File: config.mk
export PLATFORM = sky130hd
export DESIGN_NAME = alu_74181_serial
export DESIGN_NICKNAME = d
export VERILOG_FILES = /design/src/rtl/alu_74181_serial.sv
export SDC_FILE = /design/constraint.sdc
export NUM_CORES = 1
export LEC_CHECK = 0
export CELL_PAD_IN_SITES_DETAIL_PLACEMENT = 2
export CELL_PAD_IN_SITES_GLOBAL_PLACEMENT = 2
export CORE_MARGIN = 1.5
export CORE_UTILIZATION = 40
export CTS_CLUSTER_DIAMETER = 100
export CTS_CLUSTER_SIZE = 8
export DETAILED_ROUTE_END_ITERATION = 7
export DONT_BUFFER_PORTS = 1
export GPL_TIMING_DRIVEN = 0
export PLACE_DENSITY = 0.89
export SYNTH_ARGS = -nofsm -noshare
export SYNTH_HDL_FRONTEND = slang
export SYNTH_SLANG_ARGS = --single-unit
File: constraint.sdc
create_clock -name clk -period 3 [get_ports clk]
set_input_delay 0.45 -clock clk [delete_from_list [all_inputs] [get_ports clk]]
set_output_delay 0.45 -clock clk [all_outputs]
set_load 0.02 [all_outputs]
File: src/rtl/alu_74181_serial.sv
// Nibble-serial 74181 ALU: one 4-bit slice reused LSB-first, carry held between nibbles.
// Result, carry-out, A=B and zero flags are committed together when the last nibble finishes.

module alu_74181 (
  input  logic [3:0] a,
  input  logic [3:0] b,
  input  logic [3:0] s,
  input  logic       m,
  input  logic       cn,
  output logic [3:0] f,
  output logic       cn4,
  output logic       aeqb
);
  logic [3:0] e, d;
  logic       c0, c1, c2, c3, c4;

  // Active-high data form: ~e is the bit generate, ~d the bit propagate.
  assign d = ~(a | (b & {4{s[0]}}) | (~b & {4{s[1]}}));
  assign e = ~((a & b & {4{s[3]}}) | (a & ~b & {4{s[2]}}));

  assign c0 = ~cn;
  assign c1 = ~e[0] | (~d[0] & c0);
  assign c2 = ~e[1] | (~d[1] & c1);
  assign c3 = ~e[2] | (~d[2] & c2);
  assign c4 = ~e[3] | (~d[3] & c3);

  assign f    = e ^ d ^ ({4{m}} | {c3, c2, c1, c0});
  assign cn4  = ~c4;
  assign aeqb = &f;
endmodule

// state | meaning
// IDLE  | waiting for start
// RUN   | processing nibble cnt
// DONE  | result committed, done pulse, may accept next start
module alu_74181_serial #(
  parameter int NIBBLES = 4,
  parameter int CNT_W   = $clog2(NIBBLES) + 1
) (
  input  logic                   clk,
  input  logic                   rstb,
  input  logic                   ena,
  input  logic                   start,
  input  logic                   acc,
  input  logic [4*NIBBLES-1:0]   a,
  input  logic [4*NIBBLES-1:0]   b,
  input  logic [3:0]             s,
  input  logic                   m,
  input  logic                   cn,
  output logic                   busy,
  output logic                   done,
  output logic [4*NIBBLES-1:0]   f,
  output logic                   cn_out,
  output logic                   equal,
  output logic                   zero
);
  localparam int W = 4 * NIBBLES;
  localparam logic [1:0] IDLE = 2'd0;
  localparam logic [1:0] RUN  = 2'd1;
  localparam logic [1:0] DONE = 2'd2;
  localparam logic [CNT_W-1:0] LAST = CNT_W'(NIBBLES - 1);

  logic [1:0]       state;
  logic [W-1:0]     op_a, op_b, shadow, shadow_nx;
  logic [3:0]       s_q;
  logic             m_q;
  logic             carry;
  logic             eq_acc;
  logic [CNT_W-1:0] cnt;
  logic [3:0]       nib_a, nib_b, nib_f;
  logic             nib_cn4, nib_eq;

  always_comb begin
    nib_a     = '0;
    nib_b     = '0;
    shadow_nx = shadow;
    for (int i = 0; i < NIBBLES; i++) begin
      if (cnt == CNT_W'(i)) begin
        nib_a                = op_a[4*i +: 4];
        nib_b                = op_b[4*i +: 4];
        shadow_nx[4*i +: 4]  = nib_f;
      end
    end
  end

  alu_74181 u_slice (
    .a    (nib_a),
    .b    (nib_b),
    .s    (s_q),
    .m    (m_q),
    .cn   (carry),
    .f    (nib_f),
    .cn4  (nib_cn4),
    .aeqb (nib_eq)
  );

  assign busy = (state == RUN);
  assign done = (state == DONE);

  always_ff @(posedge clk or negedge rstb) begin
    if (!rstb) begin
      state  <= IDLE;
      op_a   <= '0;
      op_b   <= '0;
      shadow <= '0;
      s_q    <= '0;
      m_q    <= 1'b0;
      carry  <= 1'b0;
      eq_acc <= 1'b0;
      cnt    <= '0;
      f      <= '0;
      cn_out <= 1'b1;
      equal  <= 1'b0;
      zero   <= 1'b1;
    end else if (ena) begin
      if (state == RUN) begin
        shadow <= shadow_nx;
        carry  <= nib_cn4;
        eq_acc <= eq_acc & nib_eq;
        if (cnt == LAST) begin
          // Commit on the way into DONE so the new f is visible during the done pulse.
          state  <= DONE;
          f      <= shadow_nx;
          cn_out <= nib_cn4;
          equal  <= eq_acc & nib_eq;
          zero   <= (shadow_nx == '0);
        end else begin
          cnt <= cnt + CNT_W'(1);
        end
      end else if (start) begin
        op_a   <= acc ? f : a;
        op_b   <= b;
        s_q    <= s;
        m_q    <= m;
        carry  <= cn;
        eq_acc <= 1'b1;
        cnt    <= '0;
        state  <= RUN;
      end else begin
        state <= IDLE;
      end
    end
  end
endmodule

==> results of run 1 <==
==> state kept, by name (all words and copies together), names as in the netlist <==
name / count
carry: 1
cn_out: 1
cnt: 3
eq_acc: 1
equal: 1
f: 16
m_q: 1
op_a: 16
op_b: 16
s_q: 4
shadow: 12
state: 2
zero: 1
==> cell type report <==
type                    count  area, sq um
flip-flops and latches     75         1880
clock inverters             2         12.5
fillers                   976         4680
repair buffers             27          229
well taps                 129          161
inverters                  11         45.0
clock buffers              13          149
multi-input cells         282         2090
plain buffers              22          116
==> worst max-delay path: cells and delay by family, from the launching register on <==
kind,cells,cell delay [ns]
flip-flops,1,0.43
AND/OR/NAND/NOR,2,0.29
adder cells (fa/ha/maj),2,0.43
AO/OA/AOI/OAI,5,1.34
buffers and inverters,2,0.33
XOR/XNOR,1,0.19
==> cells in the final DEF (no fill, tap or decap), types with 3 or more instances in the layout <==
master	n
clkbuf_8	10
inv_1	8
o21ai_1	7
buf_4	25
nand2_1	48
nand3_1	5
a31oi_1	6
nor2_1	36
mux2_2	29
clkbuf_1	15
nor3_1	3
and3_1	4
buf_6	4
a22o_1	4
mux2i_2	3
nand2b_1	4
and2_1	3
a21oi_1	27
a21oi_2	3
ha_4	3
dfrtp_1	72
mux2i_1	19
o21ai_0	19
nand3b_1	3
nor2b_1	6
==> stage by stage <==
step           setup slack (ns)  hold slack [ns]  std cells   TNS, ns  cell area [sq um]
2_1_floorplan             0.320            0.154        390         0               3920
3_3_place_gp             -0.469            0.157        519     -7.15               4080
3_5_place_dp             -0.647            0.156        519    -12.73               4080
4_1_cts                -0.00798            0.225        550  -0.00798               4530
5_1_grt                  -0.240            0.216        561     -2.49               4690
6_report                -0.0749            0.230        561    -0.117               4690
==> routing by layer <==
layer  up-vias  global-route usage
met5         -                   0
met4         0              0.0969
met3        32              0.0602
met2       119               0.479
met1      1762               0.368
li1       1448                   -
==> final timing paths <==
| kind | start | end | slack [ns] |
|---|---|---|---|
| setup / recovery | cnt[1]$_DFFE_PN0P_ | zero$_DFFE_PN1P_ | -0.07 |
| max in group asynchronous | rstb | zero$_DFFE_PN1P_ | 2.01 |
| setup reg to reg | cnt[1]$_DFFE_PN0P_ | zero$_DFFE_PN1P_ | -0.07 |
| hold reg to reg | op_b[3]$_DFFE_PN0P_ | op_b[3]$_DFFE_PN0P_ | 0.52 |
| min in group asynchronous | rstb | op_b[2]$_DFFE_PN0P_ | 0.64 |
| hold / removal | s[0] | s_q[0]$_DFFE_PN0P_ | 0.23 |
==> repair_timing <==
item	in CTS	in global routing
gates resized for setup	29	26
setup endpoints to repair	33	25
setup buffers	14	11
cloned	0	0
hold buffers	2	0
hold endpoints to repair	75	0
pin swaps	11	17
==> cells by family after synthesis <==
family                     Yosys count  share of synthesized area
AOI/OAI and AO/OA                   95                      0.159
xor gates and xnor gates             4                     0.0166
adders and majority gates            5                     0.0160
buffers and inverters               33                     0.0352
DFF                                 75                      0.480
muxes                               53                      0.145
and+or+nand+nor                    125                      0.148
==> impl_metrics.sql, run 1 <==
INSERT INTO impl_metrics (metric_group, metric, value, unit) VALUES
('outcome', 'status', 'complete, but fails checks', ''),
('outcome', 'violations', 'negative setup slack', ''),
('drt', 'highest_signal_layer_in_the_routed_design', 'met4', ''),
('drt', 'route.vias.total', '3361', ''),
('sta', 'layout_setup_ws', '-0.0749', 'ns'),
('worst_setup_path', 'critical_path.max_stage_delay', '0.43', 'ns'),
('logic_synthesis', 'synth_largest_area_cell', 'dfrtp_1', ''),
('drt', 'drt_iter0_markers', '155', ''),
('placement', 'dp_hpwl', '8830', 'microns'),
('grt', 'number_of_global_route_vias_before_repair', '3633', ''),
('worst_setup_path', 'end_kind', 'flip-flop', ''),
('logic_synthesis', 'yosysSeqAreaShare', '0.480', ''),
('floorplan', 'initial_utilization', '0.418', ''),
('logic_synthesis', 'synthesis.instances', '390', ''),
('sta', 'timing.final.max_slew_violations', '0', ''),
('worst_setup_path', 'crit_chain', 'buf_4, ha_1, ha_4, buf_6, a22oi_1, o21ai_1, a21oi_2, nor2_1, nand2_1, xnor2_4, a2111oi_4, a32o_1', ''),
('logic_synthesis', 'synthesis.nets', '438', ''),
('clock_network', 'cts.sink_count', '75', ''),
('final_layout', 'drive_gt1_frac', '0.273', ''),
('sta', 'final_hold_violation_count', '0', ''),
('logic_synthesis', 'syn_area_per_cell', '10.0', 'sq um'),
('grt', 'grt_remaining_overflow', '0', ''),
('clock_network', 'cts.clk_slew.worst_paths', '0.08', 'ns'),
('sta', 'setup_viol', '3', ''),
('final_layout', 'antenna_cells_inserted', '0', ''),
('job', 'maxCapViolations', '0', ''),
('floorplan', 'std_cell_rows', '35', ''),
('drt', 'drc', '0', ''),
('floorplan', 'floorplan.io_pins', '64', ''),
('logic_synthesis', 'synth-edff-count', '0', ''),
('grt', 'grt_max_degree', '76', ''),
('worst_setup_path', 'rr_worst_depth', '12', ''),
('logic_synthesis', 'async_flop_share', '1.00', ''),
('drt', 'wire_per_inst', '27.2', 'microns'),
('drt', 'detail-route-antenna-nets', '0', ''),
('sta', 'worst_clock_skew', '0.0113', 'ns'),
('drt', 'drt-met1-wl', '6420', 'microns'),
('worst_hold_path', 'hold_path.class', 'primary input to flip-flop', ''),
('worst_setup_path', 'timing.critical_path.fanout_max', '10', ''),
('grt', 'grt_first_pass_wirelength', '21500', 'microns'),
('logic_synthesis', 'post_synth_most_frequent_cells', '73 x dfrtp_1, 48 x nand2_1, 37 x nor2_1, 30 x a21oi_1, 30 x mux2_2', ''),
('grt', 'grt_util_all_layers', '0.285', ''),
('floorplan', 'design.core.area', '9370', 'sq um'),
('sta', 'fmaxAchievable', '325', 'MHz'),
('logic_synthesis', 'synth.top_cell.area_share', '0.467', ''),
('worst_setup_path', 'worst-endpoint-required', '3.30', 'ns'),
('logic_synthesis', 'synthFlopType', 'dfrtp_1', ''),
('drt', 'detailroute.wirelength.met2', '7640', 'microns'),
('floorplan', 'dieWidth', '102', 'microns'),
('drt', 'wl', '15200', 'microns'),
('worst_setup_path', 'cp_slowest_cell', 'dfrtp_1', ''),
('logic_synthesis', 'synthTopCellsByArea', 'dfrtp_1 47%, mux2_2 8.6%, mux2i_1 5.9%', ''),
('clock_network', 'worst_skew_pair.late_latency', '0.36', 'ns'),
('drt', 'detailedRoute.firstPassIterationCount', '4', ''),
('drt', 'routed_wire_length_on_met3', '764', 'microns'),
('logic_synthesis', 'synthesis.yosys.warnings', '0', ''),
('grt', 'antenna_found_initial', '0', ''),
('logic_synthesis', 'post_synth_num_cell_types', '50', ''),
('clock_network', 'htreeDepth', '3', ''),
('logic_synthesis', 'synth_most_common_cell', 'dfrtp_1', ''),
('clock_network', 'clock_tree.buffer_depth', '2', ''),
('sta', 'period_needed', '3.07', 'ns'),
('placement', 'port_buffers', '0', ''),
('sta', 'worstMarginPinSlew', '0.811', 'ns'),
('sta', 'max_slew_margin', '0.460', ''),
('floorplan', 'floorplan.die_area', '10400', 'sq um'),
('drt', 'avgViaCountPerCell', '5.99', ''),
('clock_network', 'cts_root_buffer', 'clkbuf_8', ''),
('placement', 'routabilityCongestion', '0.791', ''),
('worst_setup_path', 'timing.setup.critical_path_class', 'flip-flop to flip-flop', ''),
('logic_synthesis', 'post_synth_instance_area', '3920', 'sq um');
Power of run 1 is not shown: default switching activity piles up to over one toggle a cycle in this logic, so the estimate is an artifact.
==> run 2, diff against run 1 <==
==> constraint.sdc (replaced) <==
create_clock -name clk -period 3.5 [get_ports clk]
set_input_delay 0.525 -clock clk [delete_from_list [all_inputs] [get_ports clk]]
set_output_delay 0.525 -clock clk [all_outputs]
set_load 0.02 [all_outputs]
==> impl_metrics.sql, run 2 (synthesis results as in run 1) <==
INSERT INTO impl_metrics (metric_group, metric, value, unit) VALUES
('worst_setup_path', 'cp_common_cell', 'clkbuf_4', ''),
('final_layout', 'finalCoreUtilization', '0.469', ''),
('grt', 'number_of_global_route_vias_before_repair', '3624', ''),
('clock_network', 'clock_tree.buffer_depth', '2', ''),
('drt', 'wire_per_inst', '24.1', 'microns'),
('grt', 'grt_first_pass_wirelength', '20900', 'microns'),
('worst_setup_path', 'timing.critical_path.fanout_max', '10', ''),
('power_and_ir_drop', 'power.density_cell_area', '1260', 'nW/um^2'),
('floorplan', 'std_cell_rows', '35', ''),
('worst_hold_path', 'hold_path.class', 'primary input to asynchronous set/reset pin', ''),
('final_layout', 'fillers', '1021', ''),
('final_layout', 'area_growth', '12.2', '%'),
('sta', 'period_needed', '3.33', 'ns'),
('clock_network', 'numCtsBuffers', '9', ''),
('clock_network', 'cts.sink_count', '75', ''),
('sta', 'setup_viol', '0', ''),
('sta', 'max_slew_margin', '0.444', ''),
('final_layout', 'multi_input_area', '1960', 'sq um'),
('clock_network', 'htreeDepth', '3', ''),
('clock_network', 'cts_tree', 'done', ''),
('final_layout', 'antenna_cells_inserted', '0', ''),
('drt', 'drc', '0', ''),
('worst_setup_path', 'timing.setup.critical_path_class', 'flip-flop to flip-flop', ''),
('worst_setup_path', 'worst-endpoint-required', '3.77', 'ns'),
('final_layout', 'drive_gt1_frac', '0.186', ''),
('power_and_ir_drop', 'irDropWorstVdd', '574', 'uV'),
('outcome', 'status', 'completed', ''),
('floorplan', 'dieWidth', '102', 'microns'),
('drt', 'detailedRoute.firstPassIterationCount', '5', ''),
('worst_setup_path', 'crit_chain', 'clkbuf_4, inv_1, ha_4, clkbuf_4, a22oi_1, o21ai_0, a21oi_2, o311a_4, nor3_4, xnor2_4, nand3_1, a32oi_1', ''),
('floorplan', 'design.core.area', '9370', 'sq um'),
('floorplan', 'floorplan.die_area', '10400', 'sq um'),
('final_layout', 'mostFrequentLayoutCell', 'dfrtp_1', ''),
('clock_network', 'cts_root_buffer', 'clkbuf_8', ''),
('sta', 'layout_setup_ws', '0.165', 'ns'),
('power_and_ir_drop', 'power.static_leakage', '1.86', 'nW'),
('sta', 'worst_clock_skew', '0.0114', 'ns'),
('floorplan', 'floorplan.io_pins', '64', ''),
('grt', 'grt_util_all_layers', '0.275', ''),
('final_layout', 'mostFrequentLayoutCells', '73 x dfrtp_1, 48 x nand2_1, 37 x nor2_1', ''),
('clock_network', 'worst_skew_pair.late_latency', '0.36', 'ns'),
('worst_setup_path', 'cp_slowest_cell', 'dfrtp_1', ''),
('floorplan', 'chipHeight', '102', 'microns'),
('sta', 'fmaxAchievable', '300', 'MHz'),
('sta', 'timing.final.max_slew_violations', '0', ''),
('worst_setup_path', 'worst_ep_arrival_time', '3.61', 'ns'),
('drt', 'avgViaCountPerCell', '5.85', ''),
('drt', 'detail-route-antenna-nets', '0', ''),
('worst_setup_path', 'worstSetupStartpointType', 'flip-flop', ''),
('drt', 'wl', '13000', 'microns'),
('drt', 'drt_iter0_markers', '107', ''),
('job', 'maxCapViolations', '0', ''),
('placement', 'place_worst_setup_slack', '-0.147', 'ns'),
('final_layout', 'stdcell_area', '4390', 'sq um'),
('final_layout', 'register_area', '1880', 'sq um'),
('sta', 'final_hold_violation_count', '0', ''),
('grt', 'grt_remaining_overflow', '0', ''),
('floorplan', 'initial_utilization', '0.418', ''),
('grt', 'antenna_found_initial', '0', ''),
('placement', 'routabilityCongestion', '0.791', ''),
('sta', 'fin_crit_sh', '0.953', ''),
('sta', 'rsz0062_at_grt', 'false', ''),
('clock_network', 'cts.clk_slew.worst_paths', '0.08', 'ns'),
('drt', 'route.vias.total', '3170', ''),
('grt', 'grt_max_degree', '74', ''),
('placement', 'port_buffers', '0', ''),
('worst_setup_path', 'end_kind', 'flip-flop', ''),
('final_layout', 'largest_registers_ranked_by_flip_flop_count', 'f x16, op_a x16, op_b x16', ''),
('placement', 'postPlaceCellArea', '4080', 'sq um'),
('final_layout', 'fin_nets', '457', ''),
('placement', 'dp_hpwl', '8830', 'microns'),
('worst_setup_path', 'critical_path.max_stage_delay', '0.44', 'ns'),
('sta', 'worstMarginPinSlew', '0.834', 'ns'),
('sta', 'setup_tns', '0', 'ns');
==> run 2: cell types whose count changed in the layout (fill, tap and decap cells not counted), moves of 3 or more <==
cell | previous run | this run
o21ai_1 | 7 | 4
inv_1 | 8 | 11
mux2i_2 | 3 | 0
mux2i_1 | 19 | 23
buf_4 | 25 | 5
buf_6 | 4 | 1
o21ai_0 | 19 | 24
==> run 2: power breakdown <==
part / total, mW / switching (mW) / internal [mW]
Sequential: 1.79 / 0.492 / 1.30
Combinational: 3.17 / 1.88 / 1.29
Clock: 0.599 / 0.326 / 0.273
==> run 2: final timing paths <==
check / cells after the start / endpoint / slack, ns / from
worst max-delay path: 12 / eq_acc$_DFFE_PN0P_ / 0.17 / cnt[2]$_DFFE_PN0P_
worst min-delay path: 1 / op_b[8]$_DFFE_PN0P_ / 0.03 / rstb
worst max register to register: 12 / eq_acc$_DFFE_PN0P_ / 0.17 / cnt[2]$_DFFE_PN0P_
worst min register to register: 1 / op_b[14]$_DFFE_PN0P_ / 0.51 / op_b[14]$_DFFE_PN0P_
max in group asynchronous: 1 / cn_out$_DFFE_PN1P_ / 2.79 / rstb
min in group clk: 2 / s_q[0]$_DFFE_PN0P_ / 0.30 / s[0]
==> run 2: critical path, delay by kind of cell (launching register included) <==
family | cells | cell delay [ns]
fa+ha+maj | 1 | 0.26
xor+xnor | 1 | 0.21
compound gates | 5 | 1.17
simple gates | 2 | 0.40
buf+inv | 3 | 0.74
flops | 1 | 0.44
==> run 2: routing by layer <==
layer / track usage / wire length (microns) / up-vias
li1: - / - / 1412
met1: 0.362 / 5730 / 1663
met2: 0.458 / 6540 / 83
met3: 0.0575 / 615 / 12
met4: 0.0811 / 159 / 0
met5: 0 / 0 / -
==> run 2: cell type report <==
type,count,share of cell area
multi-input cells,282,0.447
flip-flops and latches,75,0.428
well taps,129,0.0367
clock buffers,13,0.0339
plain buffers,22,0.0233
repair buffers,8,0.0194
inverters,11,0.00940
clock inverters,2,0.00285
==> run 2: what timing repair did <==
item                                    CTS  global route
resized for setup                         5             8
buffers inserted                          5             0
pin swaps                                 3             0
endpoints found under the setup margin   13             4
hold buffers                              2             1
hold endpoints to repair                 73             1
==> run 2: stage by stage <==
step           std cells  hold WS (ns)  power (mW)
2_1_floorplan        390         0.229        3.61
3_3_place_gp         519         0.232        4.28
3_5_place_dp         519         0.231        4.45
4_1_cts              541       0.00478        5.48
5_1_grt              542        0.0677        5.91
6_report             542        0.0293        5.56
Power figures use the tool's default switching activity.
